<file path="src/rtl/strength_pkg.sv">
// rtl/strength_pkg.sv - shared strength levels, FSM states and widths for strength_bus_driver
package strength_pkg;

    localparam int STR_W = 2;

    typedef enum logic [1:0] {
        STR_HIZ,
        STR_WEAK,
        STR_STRONG,
        STR_SUPPLY
    } strength_e;

    typedef enum logic [1:0] {
        SBD_IDLE,
        SBD_ARB,
        SBD_DRIVE,
        SBD_TURN
    } sbd_state_e;

endpackage

</file>
<file path="src/rtl/strength_resolve_bit.sv">
// rtl/strength_resolve_bit.sv - combinational strength-precedence resolution of one bus bit
module strength_resolve_bit
    import strength_pkg::*;
#(
    parameter int N_SRC = 2
) (
    input  logic [N_SRC-1:0]       src_en,
    input  logic [N_SRC-1:0]       src_val,
    input  logic [N_SRC*STR_W-1:0] src_str,
    output logic                   val,
    output logic                   en,
    output logic                   conflict
);

    strength_e top_str;
    logic      any_one;
    logic      any_zero;

    always_comb begin
        top_str = STR_HIZ;
        for (int s = 0; s < N_SRC; s++) begin
            if (src_en[s] && (strength_e'(src_str[s*STR_W +: STR_W]) > top_str)) begin
                top_str = strength_e'(src_str[s*STR_W +: STR_W]);
            end
        end

        // Only sources sitting at the winning strength take part in the value vote.
        any_one  = 1'b0;
        any_zero = 1'b0;
        for (int s = 0; s < N_SRC; s++) begin
            if (src_en[s] && (top_str != STR_HIZ) &&
                (strength_e'(src_str[s*STR_W +: STR_W]) == top_str)) begin
                if (src_val[s]) begin
                    any_one = 1'b1;
                end else begin
                    any_zero = 1'b1;
                end
            end
        end

        val      = any_one & ~any_zero;
        en       = any_one ^ any_zero;
        conflict = any_one & any_zero;
    end

endmodule

</file>
<file path="src/rtl/strength_bus_driver.sv">
// rtl/strength_bus_driver.sv - arbitrated strength-resolved bus driver with hold/turnaround windows
// Optional sticky conflict flag and clear input under STRENGTH_BUS_STICKY_CONFLICT_EN.
module strength_bus_driver
    import strength_pkg::*;
#(
    parameter int           W         = 15,
    parameter int           N_SRC     = 2,
    parameter int           HOLD_CYC  = 4,
    parameter int           TURN_CYC  = 1,
    parameter logic [W-1:0] WEAK_DFLT = '0
) (
    input  logic                   clk,
    input  logic                   rst_n,
    input  logic [N_SRC-1:0]       req,
    input  logic [N_SRC*W-1:0]     req_val,
    input  logic [N_SRC*STR_W-1:0] req_str,
    output logic [N_SRC-1:0]       grant,
    output logic [W-1:0]           bus_val,
    output logic [W-1:0]           bus_en,
    output logic [W-1:0]           bus_conflict,
    output logic                   tap,
    output logic                   busy
`ifdef STRENGTH_BUS_STICKY_CONFLICT_EN
    ,
    input  logic                   conflict_clr,
    output logic                   sticky_conflict
`endif
);

    localparam int MAX_CYC = (HOLD_CYC > TURN_CYC) ? HOLD_CYC : TURN_CYC;
    localparam int CNT_W   = $clog2(MAX_CYC + 1);

    sbd_state_e               state;
    logic [CNT_W-1:0]         cnt;
    logic [N_SRC-1:0]         cap_req;
    logic [N_SRC*W-1:0]       cap_val;
    logic [N_SRC*STR_W-1:0]   cap_str;
    logic [W-1:0]             res_val;
    logic [W-1:0]             res_en;
    logic [W-1:0]             res_conflict;

    for (genvar b = 0; b < W; b++) begin : g_bit
        logic [N_SRC-1:0] bit_val;
        for (genvar s = 0; s < N_SRC; s++) begin : g_src
            assign bit_val[s] = cap_val[s*W + b];
        end
        strength_resolve_bit #(
            .N_SRC(N_SRC)
        ) u_resolve (
            .src_en   (cap_req),
            .src_val  (bit_val),
            .src_str  (cap_str),
            .val      (res_val[b]),
            .en       (res_en[b]),
            .conflict (res_conflict[b])
        );
    end

    always_ff @(posedge clk) begin
        if (!rst_n) begin
            state        <= SBD_IDLE;
            cnt          <= '0;
            cap_req      <= '0;
            cap_val      <= '0;
            cap_str      <= '0;
            grant        <= '0;
            bus_val      <= WEAK_DFLT;
            bus_en       <= '0;
            bus_conflict <= '0;
        end else begin
            grant <= '0;
            case (state)
                SBD_IDLE: begin
                    if (|req) begin
                        cap_req <= req;
                        cap_val <= req_val;
                        cap_str <= req_str;
                        state   <= SBD_ARB;
                    end
                end
                SBD_ARB: begin
                    state        <= SBD_DRIVE;
                    cnt          <= CNT_W'(HOLD_CYC - 1);
                    grant        <= cap_req;
                    // Undriven and clashing bits fall back to the weak default.
                    bus_val      <= res_val | (WEAK_DFLT & ~res_en);
                    bus_en       <= res_en;
                    bus_conflict <= res_conflict;
                end
                SBD_DRIVE: begin
                    if (cnt == '0) begin
                        state        <= SBD_TURN;
                        cnt          <= CNT_W'(TURN_CYC - 1);
                        bus_val      <= WEAK_DFLT;
                        bus_en       <= '0;
                        bus_conflict <= '0;
                    end else begin
                        cnt <= cnt - CNT_W'(1);
                    end
                end
                SBD_TURN: begin
                    if (cnt == '0) begin
                        state <= SBD_IDLE;
                    end else begin
                        cnt <= cnt - CNT_W'(1);
                    end
                end
                default: state <= SBD_IDLE;
            endcase
        end
    end

    assign busy = (state != SBD_IDLE);
    assign tap  = bus_val[W-5];

`ifdef STRENGTH_BUS_STICKY_CONFLICT_EN
    // A fresh conflict outranks a simultaneous clear so no clash is ever lost.
    always_ff @(posedge clk) begin
        if (!rst_n) begin
            sticky_conflict <= 1'b0;
        end else if ((state == SBD_ARB) && (|res_conflict)) begin
            sticky_conflict <= 1'b1;
        end else if (conflict_clr) begin
            sticky_conflict <= 1'b0;
        end
    end
`endif

endmodule

</file>
<file path="config.mk">
export PLATFORM = sky130hd
export DESIGN_NAME = strength_bus_driver
export DESIGN_NICKNAME = d
export VERILOG_FILES = /design/src/rtl/strength_pkg.sv /design/src/rtl/strength_resolve_bit.sv /design/src/rtl/strength_bus_driver.sv
export SDC_FILE = /design/constraint.sdc
export NUM_CORES = 1
export LEC_CHECK = 0
export CORE_AREA = 8 8 107 109
export DETAILED_ROUTE_END_ITERATION = 8
export DIE_AREA = 0 0 115 117
export PLACE_DENSITY = 0.71
export SLEW_MARGIN = 10
export SYNTH_ARGS = -nofsm -noshare
export SYNTH_HDL_FRONTEND = slang
export SYNTH_SLANG_ARGS = --single-unit
</file>
<file path="constraint.sdc">
create_clock -name clk -period 3.65 [get_ports clk]
set_clock_uncertainty 0.2 [all_clocks]
set_input_delay 0.365 -clock clk [delete_from_list [all_inputs] [get_ports clk]]
set_output_delay 0.365 -clock clk [all_outputs]
set_load 0.01 [all_outputs]
</file>
Word-level counts from Yosys, hierarchy flattened

Index checks and enable logic that the tools add are counted.

Reduce and logical (&&, ||, !) cells: 18
Bitwise operators: 60
Div/mod/pow operators: 0
Shift-type cells: 0
Mux-type cells: 133
Add/subtract/negate cells: 1
Order comparisons: 2
Eq/ne operators: 9
$mul: 0

Operators by type and width:

| operator                                                               | count |
|---|---|
| 1-bit 2-to-1 mux                                                       | 120 |
| 15-bit case mux with 2 select lines                                    | 3 |
| 1-bit bitwise AND                                                      | 30 |
| 15-bit 2-to-1 mux                                                      | 1 |
| 1-bit NOT                                                              | 15 |
| 1-bit XOR                                                              | 15 |
| 2-bit 2-to-1 mux                                                       | 5 |
| 3-bit case mux with 3 select lines                                     | 1 |
| 2-bit != test (second input constant)                                  | 4 |
| 2-bit case mux with 4 select lines                                     | 1 |
| 2-bit AND reduction                                                    | 4 |
| 1-bit logical AND                                                      | 6 |
| 3-bit 2-to-1 mux                                                       | 2 |
| 2-bit nonzero test                                                     | 3 |
| 2-bit equality test                                                    | 2 |
| 2-bit equality test (second input constant)                            | 2 |
| 3-bit zero test                                                        | 1 |
| 3-bit AND reduction                                                    | 1 |
| 3-bit nonzero test                                                     | 1 |
| 3-bit by 1-bit subtractor with 3-bit output (second input constant)    | 1 |
| 2-bit by 1-bit equality test with 1-bit output (second input constant) | 1 |
| 2-bit by 1-bit > comparator with 1-bit output (second input constant)  | 1 |
| 2-bit > comparator                                                     | 1 |
| 2-bit zero test                                                        | 1 |
| 2-bit OR reduction                                                     | 1 |

Output and inout bits: 49
ROM bits: 0
Register bits after elaboration: 88
Input port bits: 38
Logic and storage cells: 232
RAM bits: 0
Memories kept: 0
Bits in latches: 0

Longest topological paths before layout

Gate-level depths: netlist of the first run.

Depth after elaboration: 15
Mapped depth: 10
Mapped depth without buffers: 9

By module

A second synthesis of the first run with hierarchy kept.

Cell total of the unflattened synthesis: 810
Area total of the unflattened synthesis: 6478.7 sq um

By module, submodules not included:

| module               | area an instance (sq um) | cells each | instances |
|---|---|---|---|
| strength_bus_driver  | 3382.0                   | 405        | 1 |
| strength_resolve_bit | 206.4                    | 27         | 15 |

Worst setup path after synthesis of the first run

Ideal clock, no wire load.

Path type: register to register
Start: reg cap_str[1]
End: reg bus_en[10]
Stages on the path, launching flop included: 11
Setup slack: 1096 ps
Path buffers: 1
Arrival time: 2236 ps
Library setup time: 118 ps
Period minus slack after synthesis: 2554 ps
Cell sequence: dfxtp_1 > nand2_1 > ha_1 > nor2b_1 > o21ai_1 > o2111a_1 > buf_2 > a22o_1 > ha_1 > a22oi_1 > nor2b_1

Word-level cells in the longest chain between the ends: 14
Elaborated cells on any way between the ends: 21

RTL lines:

| element                                       | line                       | text |
|---|---|---|
| start: declaration                            | strength_bus_driver.sv:37  | `logic [N_SRC*STR_W-1:0] cap_str;` |
| start signal: assignment                      | strength_bus_driver.sv:77  | `cap_str <= req_str;` |
| 2-bit by 1-bit > comparator with 1-bit output | strength_resolve_bit.sv:22 | `if (src_en[s] && (strength_e'(src_str[s*STR_W +: STR_W]) > top_str)) begin` |
| 1-bit logical AND                             | strength_resolve_bit.sv:22 |  |
| 2-bit 2-to-1 mux                              | strength_resolve_bit.sv:22 |  |
| 2-bit > comparator                            | strength_resolve_bit.sv:22 |  |
| 1-bit logical AND                             | strength_resolve_bit.sv:22 |  |
| 2-bit 2-to-1 mux                              | strength_resolve_bit.sv:22 |  |
| 2-bit nonzero test                            | strength_resolve_bit.sv:31 | `if (src_en[s] && (top_str != STR_HIZ) &&` |
| 1-bit logical AND (2 in a row)                | strength_resolve_bit.sv:31 |  |
| 1-bit 2-to-1 mux                              | strength_resolve_bit.sv:31 |  |
| 1-bit 2-to-1 mux                              | strength_resolve_bit.sv:33 | `if (src_val[s]) begin` |
| 1-bit 2-to-1 mux                              | strength_resolve_bit.sv:31 |  |
| 1-bit XOR *                                   | strength_resolve_bit.sv:42 | `en = any_one ^ any_zero;` |
| 15-bit case mux with 2 select lines *         | strength_bus_driver.sv:72  | `case (state)` |
| end signal: assignment                        | strength_bus_driver.sv:87  | `bus_en <= res_en;` |
| end: declaration                              | strength_bus_driver.sv:19  | `output logic [W-1:0] bus_en,` |

Mark *: on every way between the ends. The rest lies on a longest branch, timed or not.
A chain may end at the register's enable or synchronous reset.

Worst setup path in the final report of the first run

Start: reg cap_req[0]
End: reg bus_en[12]

Word-level cells in the longest chain between the ends: 13
Elaborated cells on any way between the ends: 20

RTL lines:

| element                               | line                       | text |
|---|---|---|
| start: declaration                    | strength_bus_driver.sv:35  | `logic [N_SRC-1:0] cap_req;` |
| start signal: assignment              | strength_bus_driver.sv:75  | `cap_req <= req;` |
| 1-bit logical AND                     | strength_resolve_bit.sv:22 |  |
| 2-bit 2-to-1 mux                      | strength_resolve_bit.sv:22 |  |
| 2-bit > comparator                    | strength_resolve_bit.sv:22 |  |
| 1-bit logical AND                     | strength_resolve_bit.sv:22 |  |
| 2-bit 2-to-1 mux                      | strength_resolve_bit.sv:22 |  |
| 2-bit nonzero test                    | strength_resolve_bit.sv:31 |  |
| 1-bit logical AND (2 in a row)        | strength_resolve_bit.sv:31 |  |
| 1-bit 2-to-1 mux                      | strength_resolve_bit.sv:31 |  |
| 1-bit 2-to-1 mux                      | strength_resolve_bit.sv:33 |  |
| 1-bit 2-to-1 mux                      | strength_resolve_bit.sv:31 |  |
| 1-bit XOR *                           | strength_resolve_bit.sv:42 |  |
| 15-bit case mux with 2 select lines * | strength_bus_driver.sv:72  |  |

Marks and branches as above.

==> flow_summary.json, run 1 <==
{
  "status": "finished, final reports clean",
  "grt_pass1_vias": 3468,
  "port_buffers": 86,
  "worstPathMaxFanout": 20,
  "wirelength_mm": 11.3,
  "rsz0062_at_grt": "no",
  "critPathKind": "reg2reg",
  "final_layout_size_suffix_gt1_share_pct": 5.63,
  "detail_route.wl_per_cell_microns": 17.0,
  "num_antenna_cells": 0,
  "grt_antenna_before_repair": 0,
  "grt_overflow": 0,
  "hold_viol_final": 0,
  "cp-start-kind": "register",
  "syn_area_per_cell_sq_um": 9.37,
  "synth_compound_area_share_pct": 26.9,
  "htree_levels": 3,
  "worstSetupEndpointType": "register",
  "start_util_pct": 43.5,
  "drt_pre_antenna_iters": 4,
  "cts.sinks": 88,
  "pwr-share-seq_pct": 39.0,
  "p_per_area_nw_per_um2": 578,
  "rr_endpoint": "bus_en[12]$_SDFFE_PN0P_",
  "post-place-ws_ns": 0.450,
  "ios": 87,
  "track_usage_pct": 16.9,
  "post-route-period-util_pct": 89.1,
  "cts_tree": "yes",
  "hold_ws_ns": 0.308,
  "numCtsBuffers": 9,
  "async_flop_share_pct": 0,
  "synth_top_family_by_area": "compound AO/OA/AOI/OAI gates",
  "ctsHoldBuffers": 0,
  "cp.arrival_ns": 3.30,
  "dpl_cell_area_sq_um": 5230,
  "dr_total_vias": 3570,
  "synthCells": 460,
  "post_cts_buffers": 0,
  "ys.warnings.count": 0,
  "p_int_mw": 1.92,
  "syn_area_sq_um": 4310,
  "gp_congestion": 0.866,
  "synth_area_leaders": "dfxtp_1 41%, ha_1 11%, a22oi_1 7.8%, nor2b_1 7.3%, nand2_1 6.4%",
  "switching_share_pct": 39.0,
  "ctsRootBufferMaster": "clkbuf_8",
  "timing.fmax_mhz": 307,
  "leakage_nw": 2.02,
  "hold_path.class": "reg2reg",
  "nets": 605,
  "synth-seq-cells": 88,
  "switchingPower_mw": 1.23,
  "design_area_sq_um": 5460,
  "slew-limit-headroom_pct": 39.3,
  "combPwrFrac_pct": 37.1,
  "ir_drop_mv": 0.405,
  "layout_min_cycle_time_ns": 3.25,
  "synth-adder-area-share_pct": 11.0,
  "setup_violations": 0,
  "final_util_pct": 55.1,
  "grt_max_degree": 89,
  "dieArea_sq_um": 13500,
  "synthXorXnorAreaFrac_pct": 0.406,
  "r2r_slack_ns": 0.40,
  "dpl.hpwl_mm": 8.01,
  "worstReg2RegStart": "cap_req[0]$_SDFFE_PN0P_",
  "maxCapViolations": 0,
  "core_region_area_sq_um": 9910,
  "synth_common_cells": "88 x dfxtp_1, 74 x nand2_1, 50 x nor2b_1, 45 x a22oi_1, 38 x ha_1",
  "yosysTopAreaCell": "dfxtp_1",
  "ctsResizeCount": 0,
  "totalPowerFinal_mw": 3.15,
  "synth_mux_area_share_pct": 0.232,
  "tns_ns": 0,
  "die_w_microns": 115,
  "first_iter_violations": 210,
  "layout_setup_ws_ns": 0.397,
  "synth-edff-count": 0,
  "dp.cells": 654,
  "clkTransAtPathRegs_ns": 0.08,
  "via_per_inst": 5.34,
  "die_h_microns": 117,
  "synth_simple_gate_area_share_pct": 16.0,
  "syn2layout_area_growth_pct": 26.5,
  "rr_worst_depth": 10,
  "finalMaxSlewViolations": 0,
  "crit_start": "cap_req[0]$_SDFFE_PN0P_",
  "pwr-share-clk_pct": 23.9,
  "synthFlopType": "dfxtp_1",
  "synth.most_common_cell": "dfxtp_1",
  "required_ns": 3.69,
  "clock_latency_ns": 0.35,
  "synth_sequential_area_ratio_pct": 40.9,
  "clockBufferDepth": 2,
  "worst_pin_slew_ns": 0.911,
  "syn-num-nets": 536,
  "fin_cells": 669,
  "grt_pass1_wl_mm": 17.7,
  "ant_nets": 0,
  "critPathCapture": "bus_en[12]$_SDFFE_PN0P_",
  "yosysUniqueCellTypes": 40,
  "num_rows": 37,
  "drc": 0,
  "synth_top_area_share_pct": 40.9
}
[logic make-up (layout without fill, tap and decap cells)]
logic type / after synthesis / in the layout
AOI/OAI and AO/OA: 149 / 149
and+or+nand+nor: 141 / 141
DFF: 88 / 88
buffers and inverters: 41 / 114
adders and majority gates: 38 / 38
xor gates and xnor gates: 2 / 2
muxes: 1 / 1
[cells in the final DEF (no fill, tap or decap), types with 5 or more instances in the layout]
master / n
inv_1: 7
nand2_1: 74
o22ai_1: 17
nor2_1: 5
a22o_1: 15
clkdlybuf4s50_1: 85
a22oi_1: 45
o22a_1: 15
ha_1: 38
dfxtp_1: 88
nor2b_1: 49
a21boi_0: 36
buf_4: 7
clkbuf_8: 11
[worst max-delay path, stage by stage, from the launching register on]
cell	delay, ns
dfxtp_1	0.44
nand2_1	0.08
ha_1	0.31
nor2b_1	0.27
o21ai_1	0.14
o2111ai_2	0.76
buf_4	0.32
o22ai_1	0.10
ha_1	0.28
a22oi_1	0.17
nor2b_1	0.07
[final cells by class]
cell class | count | area [sq um]
multi-input cells | 331 | 2370
fillers | 914 | 4450
flip-flops and latches | 88 | 1760
inverters | 7 | 26.3
well taps | 136 | 170
clock inverters | 3 | 65.1
repair buffers | 92 | 903
clock buffers | 12 | 155
[flip-flops by register name, summed over array words and instances (netlist names)]
name          count
cap_req           2
state             2
bus_conflict     15
cap_val          30
grant             2
cnt               3
bus_en           15
bus_val          15
cap_str           4
[metal layers]
layer  part of all wire, %  vias up  track usage [%]
li1                      -     1771                -
met1                    44     1708             21.1
met2                    49       83             28.6
met3                   5.0        8             3.49
met4                   1.3        0             5.52
met5                     0        -                0
[power groups by stage]
| stage | Clock [mW] | Combinational (mW) | Sequential (mW) |
|---|---|---|---|
| after floorplan | 0 | 0.833 | 1.22 |
| after global placement | 0 | 1.14 | 1.24 |
| after detailed placement | 0 | 1.17 | 1.25 |
| after CTS | 0.766 | 1.17 | 1.23 |
| after global routing | 0.798 | 1.30 | 1.25 |
| final | 0.752 | 1.17 | 1.23 |
[worst min-delay path by stage]
stage                                   from  cells past startpoint  slack (ns)                        to
floorplan            cap_val[0]$_SDFFE_PN0P_                      2        0.27   cap_val[0]$_SDFFE_PN0P_
detailed placement   cap_val[8]$_SDFFE_PN0P_                      2        0.30   cap_val[8]$_SDFFE_PN0P_
finish              cap_val[12]$_SDFFE_PN0P_                      2        0.31  cap_val[12]$_SDFFE_PN0P_
global placement     cap_val[8]$_SDFFE_PN0P_                      2        0.28   cap_val[8]$_SDFFE_PN0P_
CTS                  cap_val[8]$_SDFFE_PN0P_                      2        0.31   cap_val[8]$_SDFFE_PN0P_
global route         cap_val[3]$_SDFFE_PN0P_                      2        0.33   cap_val[3]$_SDFFE_PN0P_
(Power assumes the default switching activity.)
==> run 2, diff against run 1 <==
Settings changed: SETUP_SLACK_MARGIN set to 0.1.
==> results of run 2 <==
Final layout, timing and power as in run 1 (identical DEF).
